==> src/rtl/alu_exec_seq.sv <==
// alu_exec_seq: operand-fetch / writeback sequencer around an external
// 16-bit ALU, with an 8 x 16 register file and a persistent flag register.
module alu_exec_seq (
    input  logic        clk,
    input  logic        rst,
    input  logic        instr_valid,
    output logic        instr_ready,
    input  logic [4:0]  instr_op,
    input  logic [2:0]  instr_rd,
    input  logic [2:0]  instr_rs,
    input  logic [2:0]  instr_rt,
    input  logic        instr_imm_en,
    input  logic [15:0] instr_imm,
    output logic [15:0] alu_a,
    output logic [15:0] alu_b,
    output logic [4:0]  alu_f,
    output logic        alu_cin,
    input  logic [15:0] alu_result,
    input  logic [5:0]  alu_status,
    output logic        done_valid,
    output logic        done_err,
    output logic [2:0]  done_rd,
    output logic [15:0] done_data,
    output logic [5:0]  flags,
    input  logic [2:0]  dbg_addr,
    output logic [15:0] dbg_data
);

    typedef enum logic [1:0] {
        S_IDLE,
        S_OPRD,
        S_EXEC,
        S_WB
    } state_t;

    state_t      r_state;
    state_t      w_next;
    logic [4:0]  r_op;
    logic [2:0]  r_rd;
    logic [2:0]  r_rs;
    logic [2:0]  r_rt;
    logic        r_imm_en;
    logic [15:0] r_imm;
    logic [15:0] r_opa;
    logic [15:0] r_opb;
    logic [15:0] r_res;
    logic [5:0]  r_stat;
    logic [5:0]  r_flags;
    logic [15:0] r_regs [8];
    logic        w_sup;
    logic        w_wb;

    always_ff @(posedge clk or posedge rst) begin
        if (rst) begin
            r_state <= S_IDLE;
        end else begin
            r_state <= w_next;
        end
    end

    always_comb begin
        w_next      = r_state;
        instr_ready = 1'b0;
        done_valid  = 1'b0;
        done_err    = 1'b0;
        done_rd     = 3'd0;
        unique case (r_state)
            S_IDLE: begin
                instr_ready = 1'b1;
                if (instr_valid) begin
                    w_next = S_OPRD;
                end
            end
            S_OPRD: w_next = S_EXEC;
            S_EXEC: w_next = S_WB;
            S_WB: begin
                w_next     = S_IDLE;
                done_valid = 1'b1;
                done_err   = ~w_sup;
                done_rd    = r_rd;
            end
            default: w_next = S_IDLE;
        endcase
    end

    always_comb begin
        w_sup = 1'b0;
        case (r_op) inside
            5'h01, 5'h03, [5'h04:5'h0B], [5'h10:5'h17]: w_sup = 1'b1;
            default: w_sup = 1'b0;
        endcase
    end

    assign w_wb = (r_state == S_WB) && w_sup;

    always_ff @(posedge clk or posedge rst) begin
        if (rst) begin
            r_op     <= '0;
            r_rd     <= '0;
            r_rs     <= '0;
            r_rt     <= '0;
            r_imm_en <= 1'b0;
            r_imm    <= '0;
            r_opa    <= '0;
            r_opb    <= '0;
            r_res    <= '0;
            r_stat   <= '0;
            r_flags  <= '0;
        end else begin
            if (r_state == S_IDLE && instr_valid) begin
                r_op     <= instr_op;
                r_rd     <= instr_rd;
                r_rs     <= instr_rs;
                r_rt     <= instr_rt;
                r_imm_en <= instr_imm_en;
                r_imm    <= instr_imm;
            end
            if (r_state == S_OPRD) begin
                r_opa <= r_regs[r_rs];
                r_opb <= r_imm_en ? r_imm : r_regs[r_rt];
            end
            if (r_state == S_EXEC) begin
                r_res  <= alu_result;
                r_stat <= alu_status;
            end
            if (w_wb) begin
                r_flags <= r_stat;
            end
        end
    end

    // Unsupported ops retire with an error and leave the file untouched.
    always_ff @(posedge clk or posedge rst) begin
        if (rst) begin
            for (int i = 0; i < 8; i++) begin
                r_regs[i] <= '0;
            end
        end else if (w_wb) begin
            r_regs[r_rd] <= r_res;
        end
    end

    assign alu_a     = r_opa;
    assign alu_b     = r_opb;
    assign alu_f     = r_op;
    assign alu_cin   = r_flags[5];
    assign flags     = r_flags;
    assign done_data = w_wb ? r_res : 16'd0;
    assign dbg_data  = r_regs[dbg_addr];

endmodule

==> config.mk <==
export PLATFORM = sky130hd
export DESIGN_NAME = alu_exec_seq
export DESIGN_NICKNAME = d
export VERILOG_FILES = /design/src/rtl/alu_exec_seq.sv
export SDC_FILE = /design/constraint.sdc
export NUM_CORES = 1
export LEC_CHECK = 0
export ABC_AREA = 1
export BUFFER_PORTS_ARGS = -buffer_cell sky130_fd_sc_hd__buf_2
export CORE_UTILIZATION = 25
export DETAILED_ROUTE_END_ITERATION = 8
export PLACE_DENSITY_LB_ADDON = 0.08
export SYNTH_ARGS = -nofsm -noshare
export SYNTH_HDL_FRONTEND = slang
export SYNTH_SLANG_ARGS = --single-unit
==> constraint.sdc <==
create_clock -name clk -period 6.95 [get_ports clk]
set_clock_uncertainty 0.1 [all_clocks]
set_input_delay 1.0425 -clock clk [delete_from_list [all_inputs] [get_ports clk]]
set_output_delay 1.0425 -clock clk [all_outputs]
set_load 0.05 [all_outputs]
==> impl_metrics.py, run 1 <==
metrics = {
    "logic_synthesis": {
        "syn_avg_cell_area_um2": 7.53,
        "ys_warn_count": 0,
        "yosysSeqAreaShare_pct": 46.7,
        "ys_types": 28,
        "synthesis.area_um2": 11800,
        "syn_inst": 1572,
        "synth_top_cell_by_area": "dfrtp_1",
        "synth_top_area_share_pct": 46.7,
        "synth-seq-cells": 221,
        "synth.area.top_cells": "dfrtp_1 47%, nand2_1 13%, o21ai_0 9.2%",
        "syn-num-nets": 1635,
    },
    "setup_path": {
        "reg2reg_depth": 7,
        "required_ns": 5.81,
        "arrival_ns": 3.03,
        "reg2reg_from": "r_rt[0]",
        "end_kind": "primary output",
        "timing.rr.end": "alu_b[7]",
        "worst-setup-path-type": "in -> out",
        "startpoint_type": "input pin",
        "crit_path_max_fanout": 52,
        "reg2reg_slack_ns": 3.21,
    },
    "clocking": {
        "insertion_delay_ns": 0.57,
        "cts_buffers": 29,
        "cts.repair.resized": 0,
        "clockBufferDepth": 3,
        "cts_tree": "done",
        "root_buffer": "clkbuf_16",
        "cts_setup_buffers": 0,
        "clk_pin_slew_ns": 0.06,
        "hold_buffers": 0,
        "cts_sinks": 221,
        "htree_levels": 1,
    },
    "global_routing": {
        "grt_pass1_wl_um": 69200,
        "grt_pass1_vias": 10600,
        "antenna_found_initial": 1,
        "grt_use_total_pct": 19.3,
        "grt_max_degree": 129,
        "overflow": 0,
    },
    "placed_design": {
        "port_buffers": 140,
        "hpwl_um": 28300,
        "gp_congestion": 0.788,
        "dp_slack_ns": 2.76,
    },
    "timing": {
        "finalWorstSetupSlack_ns": 2.77,
        "setup_viol_count_final": 0,
        "fmax_ghz": 0.239,
        "fin_crit_sh_pct": 60.1,
        "min_period_ns": 4.18,
        "rsz0062_at_grt": "false",
        "slew_violations": 0,
        "slew_headroom_pct": 29.8,
        "tightest_slew_ns": 1.05,
        "tns_ns": 0,
        "hold_violations": 0,
    },
    "floorplanning": {
        "die_area_um2": 48200,
        "coreArea_um2": 46700,
        "row_count": 79,
        "io_pins": 141,
        "dieHeight_um": 220,
        "dieWidth_um": 220,
        "start_util_pct": 25.4,
    },
    "outcome": {
        "violations": "DRC",
        "status": "finished with violations",
    },
    "routing": {
        "routedWlPerCell_um": 20.5,
        "route.detailed.drc": 16,
        "drt-total-wl_um": 46500,
        "drtPass1Iterations": 7,
        "drt-initial-drc-count": 792,
        "vias_per_cell": 4.79,
        "via_count": 10900,
        "ant_nets": 0,
    },
    "min_path": {
        "hold_path.class": "reg -> reg",
        "hold_path_depth": 2,
        "whs_endpoint": "alu_b[13]",
        "min-delay-start": "alu_b[13]",
    },
    "finish": {
        "nFillCells": 5136,
        "layout-drive-gt1-share_pct": 15.3,
        "nNetsFinal": 1705,
        "area.growth.synth_to_final_pct": 17.8,
        "layout_common_cells": "422 x nand2_1, 218 x dfrtp_1, 217 x o21ai_0, 160 x nand3_1, 140 x buf_2",
        "layout_commonest_cell": "nand2_1",
    },
    "power": {
        "ir_worst_vdd_v": 0.000239,
        "power_leakage_nw": 6.42,
        "power_per_cell_area_nw_per_um2": 548,
    },
    "run": {
        "max_cap_violations": 0,
    },
}
==> registers in the layout, indices dropped and copies added (netlist names) <==
register,cells
alu_a,16
alu_b,16
alu_f,5
flags,6
r_imm,16
r_imm_en,1
r_rd,3
r_regs,128
r_res,16
r_rs,3
r_rt,3
r_stat,6
r_state,2
==> critical path: stages <==
cell and delay, ns:
buf_2 0.67, clkinv_1 0.15, buf_4 0.34, a21oi_1 0.19
o21ai_0 0.09, nand3_1 0.09, o21a_1 0.17, buf_2 0.28
==> layer usage <==
metal / vias up / wire length [um] / GRT usage [%]
met5: - / 0 / 0
met4: 0 / 1440 / 5.77
met3: 71 / 2010 / 2.62
met2: 299 / 21800 / 32.2
met1: 5192 / 21200 / 25.9
li1: 5336 / - / -
==> cell families after synthesis <==
kind of cell | synth area share (%)
muxes | 2.28
and+or+nand+nor | 24.3
AOI/OAI and AO/OA | 18.2
buffers and inverters | 7.99
adders and majority gates | 0.423
DFF | 46.7
==> layout make-up <==
class | instances | area (um2) | share of cell area, %
repair buffers | 153 | 811 | 5.82
multi-input cells | 1117 | 5370 | 38.5
diodes | 1 | 2.50 | 0.0180
clock inverters | 12 | 145 | 1.04
well taps | 607 | 759 | 5.45
inverters | 120 | 454 | 3.26
clock buffers | 42 | 865 | 6.20
flip-flops and latches | 221 | 5540 | 39.7
==> power by group <==
group | leakage, nW | total (mW) | internal (mW) | switching [mW]
sequential | 2.83 | 2.44 | 1.88 | 0.560
combinational | 3.09 | 3.61 | 0.995 | 2.61
clock | 0.502 | 1.59 | 0.971 | 0.615
==> metrics by stage <==
| step | power [mW] | utilization [%] | hold slack [ns] | cell area, um2 | instances |
|---|---|---|---|---|---|
| global placement | 6.09 | 27.7 | 0.363 | 12900 | 2218 |
| floorplan | 4.92 | - | 0.353 | 11800 | 1572 |
| finish | 7.63 | 29.9 | 0.371 | 13900 | 2273 |
| global route | 8.23 | 29.9 | 0.391 | 13900 | 2272 |
| detailed placement | 6.11 | 27.7 | 0.363 | 12900 | 2218 |
| CTS | 7.74 | 29.9 | 0.379 | 13900 | 2272 |
==> worst max-delay path by stage <==
stage | startpoint | end | slack [ns] | cells past startpoint
final | dbg_addr[0] | dbg_data[14] | 2.77 | 8
after global routing | dbg_addr[0] | dbg_data[1] | 2.57 | 8
after CTS | dbg_addr[0] | dbg_data[14] | 2.76 | 8
after detailed placement | dbg_addr[0] | dbg_data[14] | 2.76 | 8
after global placement | dbg_addr[0] | dbg_data[14] | 2.79 | 8
after floorplan | rst | alu_a[0] | 2.93 | 1
==> synth_stat cells <==
cell type,n
nand2_4,1
clkinv_1,6
nor3_1,4
o211ai_1,32
o21ai_2,6
nand3_2,3
mux2_2,24
clkbuf_1,63
buf_6,3
buf_2,29
o21ai_0,217
o21a_1,5
nor2_1,86
nand2_1,423
inv_1,110
o21ai_1,52
inv_2,4
clkbuf_2,1
nand3_4,1
dfrtp_1,221
nor2_2,1
ha_1,4
o21ai_4,1
buf_4,2
a21oi_1,93
buf_1,16
nand3_1,160
nand4_4,4
Note: power is estimated with default switching activity, not from simulation.
==> run 2: changes to the inputs <==
- ABC_AREA: 1 -> 0
- clock period: 6.95 -> 4.28 ns (I/O delays scaled with it)
==> impl_metrics.py, run 2 <==
metrics = {
    "clocking": {
        "cts.repair.resized": 0,
        "insertion_delay_ns": 0.57,
        "cts_setup_buffers": 0,
        "clk_pin_slew_ns": 0.05,
        "root_buffer": "clkbuf_16",
        "clockBufferDepth": 3,
        "hold_buffers": 0,
        "cts_sinks": 221,
        "cts_buffers": 30,
        "cts_tree": "done",
        "htree_levels": 1,
    },
    "global_routing": {
        "antenna_found_initial": 0,
        "grt_pass1_vias": 8427,
        "grt_use_total_pct": 17.2,
        "overflow": 0,
        "grt_max_degree": 82,
        "grt_pass1_wl_um": 60300,
    },
    "finish": {
        "regMostFlops": "r_regs",
        "layout_commonest_cell": "mux2_2",
        "num_antenna_cells": 0,
        "nFillCells": 4787,
        "fin_util_pct": 30.6,
        "regArea_um2": 5540,
        "layout_common_cells": "220 x mux2_2, 219 x dfrtp_1, 140 x buf_2, 84 x mux2i_1",
        "area.growth.synth_to_final_pct": 20.1,
        "multiInputGateArea_um2": 5940,
        "fin_area_um2": 14300,
        "layout-drive-gt1-share_pct": 48.7,
        "largest_reg_flops": 128,
        "nNetsFinal": 1070,
    },
    "timing": {
        "hold_violations": 0,
        "finalWorstSetupSlack_ns": 0.957,
        "tightest_slew_ns": 1.06,
        "rsz0062_at_grt": "false",
        "setup_viol_count_final": 0,
        "fin_crit_sh_pct": 77.6,
        "min_period_ns": 3.32,
        "fmax_ghz": 0.301,
        "tns_ns": 0,
        "slew_violations": 0,
        "slew_headroom_pct": 29.1,
    },
    "setup_path": {
        "reg2reg_slack_ns": 1.69,
        "timing.rr.end": "r_regs[105]",
        "worst-setup-path-type": "reg -> out",
        "worstPathCellList": "o21ai_4 > and3_4 > and2_1 > buf_2",
        "cp_slowest_cell": "and3_4",
        "startpoint_type": "flop",
        "reg2reg_from": "alu_f[2]",
        "arrival_ns": 2.58,
        "critical_path.max_stage_delay_ns": 0.59,
        "cp_top_family": "simple AND/OR/NAND/NOR gates",
        "crit_path_max_fanout": 22,
        "end_kind": "primary output",
        "reg2reg_depth": 3,
        "crit_buf_inv": 1,
        "required_ns": 3.54,
    },
    "routing": {
        "top_layer_used": "met4",
        "routedWlPerCell_um": 24.9,
        "vias_per_cell": 4.95,
        "met2RoutedLength_um": 19300,
        "ant_nets": 0,
        "wl_met1_um": 19000,
        "drt-total-wl_um": 40700,
        "via_count": 8097,
        "drtPass1Iterations": 7,
        "route.detailed.drc": 16,
        "drt-initial-drc-count": 386,
        "wl_met3_um": 1560,
    },
    "floorplanning": {
        "dieWidth_um": 220,
        "row_count": 79,
        "die_area_um2": 48400,
        "coreArea_um2": 46700,
        "io_pins": 141,
        "start_util_pct": 25.5,
        "dieHeight_um": 220,
    },
    "logic_synthesis": {
        "synth_mux_area_share_pct": 36.7,
        "synth_compound_area_share_pct": 5.89,
        "ys_warn_count": 0,
        "ys_types": 38,
        "yosysSeqAreaShare_pct": 46.6,
        "yosysMostFrequentCell": "dfrtp_1",
        "synth_xor_area_share_pct": 0,
        "synthAdderAreaFrac_pct": 0.421,
        "syn_avg_cell_area_um2": 13.2,
        "synthTopCellsByCount": "221 x dfrtp_1, 220 x mux2_2, 84 x mux2i_1",
        "ys.flop_type": "dfrtp_1",
        "syn-num-nets": 960,
        "async_flop_share_pct": 100,
        "synth_edf_count": 0,
        "synth_top_cell_by_area": "dfrtp_1",
        "synthesis.area_um2": 11900,
        "synth_top_area_share_pct": 46.6,
        "synth_top_family_by_area": "multiplexers",
        "synth-seq-cells": 221,
        "syn_inst": 897,
        "synthSimpleGateAreaFrac_pct": 6.83,
        "synth.area.top_cells": "dfrtp_1 47%, mux2_2 21%, mux2i_1 7.1%",
    },
    "outcome": {
        "violations": "DRC",
        "status": "finished with violations",
    },
    "placed_design": {
        "dpl-instance-area_um2": 13200,
        "gp_congestion": 0.715,
        "hpwl_um": 25000,
        "dp_slack_ns": 1.31,
        "port_buffers": 140,
    },
    "min_path": {
        "hold_path.class": "in -> async",
    },
    "power": {
        "power_leakage_nw": 6.49,
        "power_per_cell_area_nw_per_um2": 910,
        "total_power_mw": 13.0,
        "ir_worst_vdd_v": 0.000353,
    },
    "run": {
        "max_cap_violations": 0,
    },
}
==> run 2: cell type report <==
class | instances | area share [%]
flip-flops and latches | 221 | 38.8
inverters | 4 | 0.132
multi-input cells | 585 | 41.6
repair buffers | 165 | 6.67
well taps | 607 | 5.32
clock inverters | 12 | 1.15
clock buffers | 43 | 6.32
==> run 2: cells by family (layout without fill, tap and decap cells) <==
family	after synthesis	in the layout
AOI/OAI and AO/OA	90	90
adders and majority gates	4	4
buffers and inverters	91	224
DFF	221	221
muxes	363	363
and+or+nand+nor	128	128
==> run 2: worst max path at each step <==
| stage | startpoint | cells after the start | end | slack (ns) |
|---|---|---|---|---|
| final | alu_f[2] | 4 | done_data[11] | 0.96 |
| after global routing | alu_f[2] | 4 | done_data[11] | 0.83 |
| after CTS | alu_f[2] | 4 | done_data[11] | 0.86 |
| after detailed placement | dbg_addr[1] | 5 | dbg_data[8] | 1.31 |
| after global placement | dbg_addr[1] | 5 | dbg_data[6] | 1.34 |
| after floorplan | rst | 1 | alu_a[0] | 0.66 |
==> run 2: layer usage <==
layer  vias to the layer above  track usage (%)
met5                         -                0
met4                         0             4.34
met3                        52             2.40
met2                       169             27.9
met1                      4290             23.9
li1                       3586                -
==> run 2: stage by stage <==
stage	hold WS [ns]	cells
2_1_floorplan	0.370	897
4_1_cts	0.0676	1637
3_5_place_dp	0.385	1582
3_3_place_gp	0.383	1582
6_report	0.0797	1637
5_1_grt	0.105	1637
==> run 2: report_power, final <==
part | total (mW) | switching [mW] | internal, mW
registers | 4.31 | 1.24 | 3.07
clock network | 2.67 | 0.985 | 1.69
logic | 5.99 | 3.48 | 2.52
total | 13.0 | 5.70 | 7.28
==> run 2: worst reg2reg max path: stages (launching register included) <==
cell	delay (ns)
dfrtp_1	0.43
o21ai_4	0.48
nand4_2	0.84
mux2_1	0.63
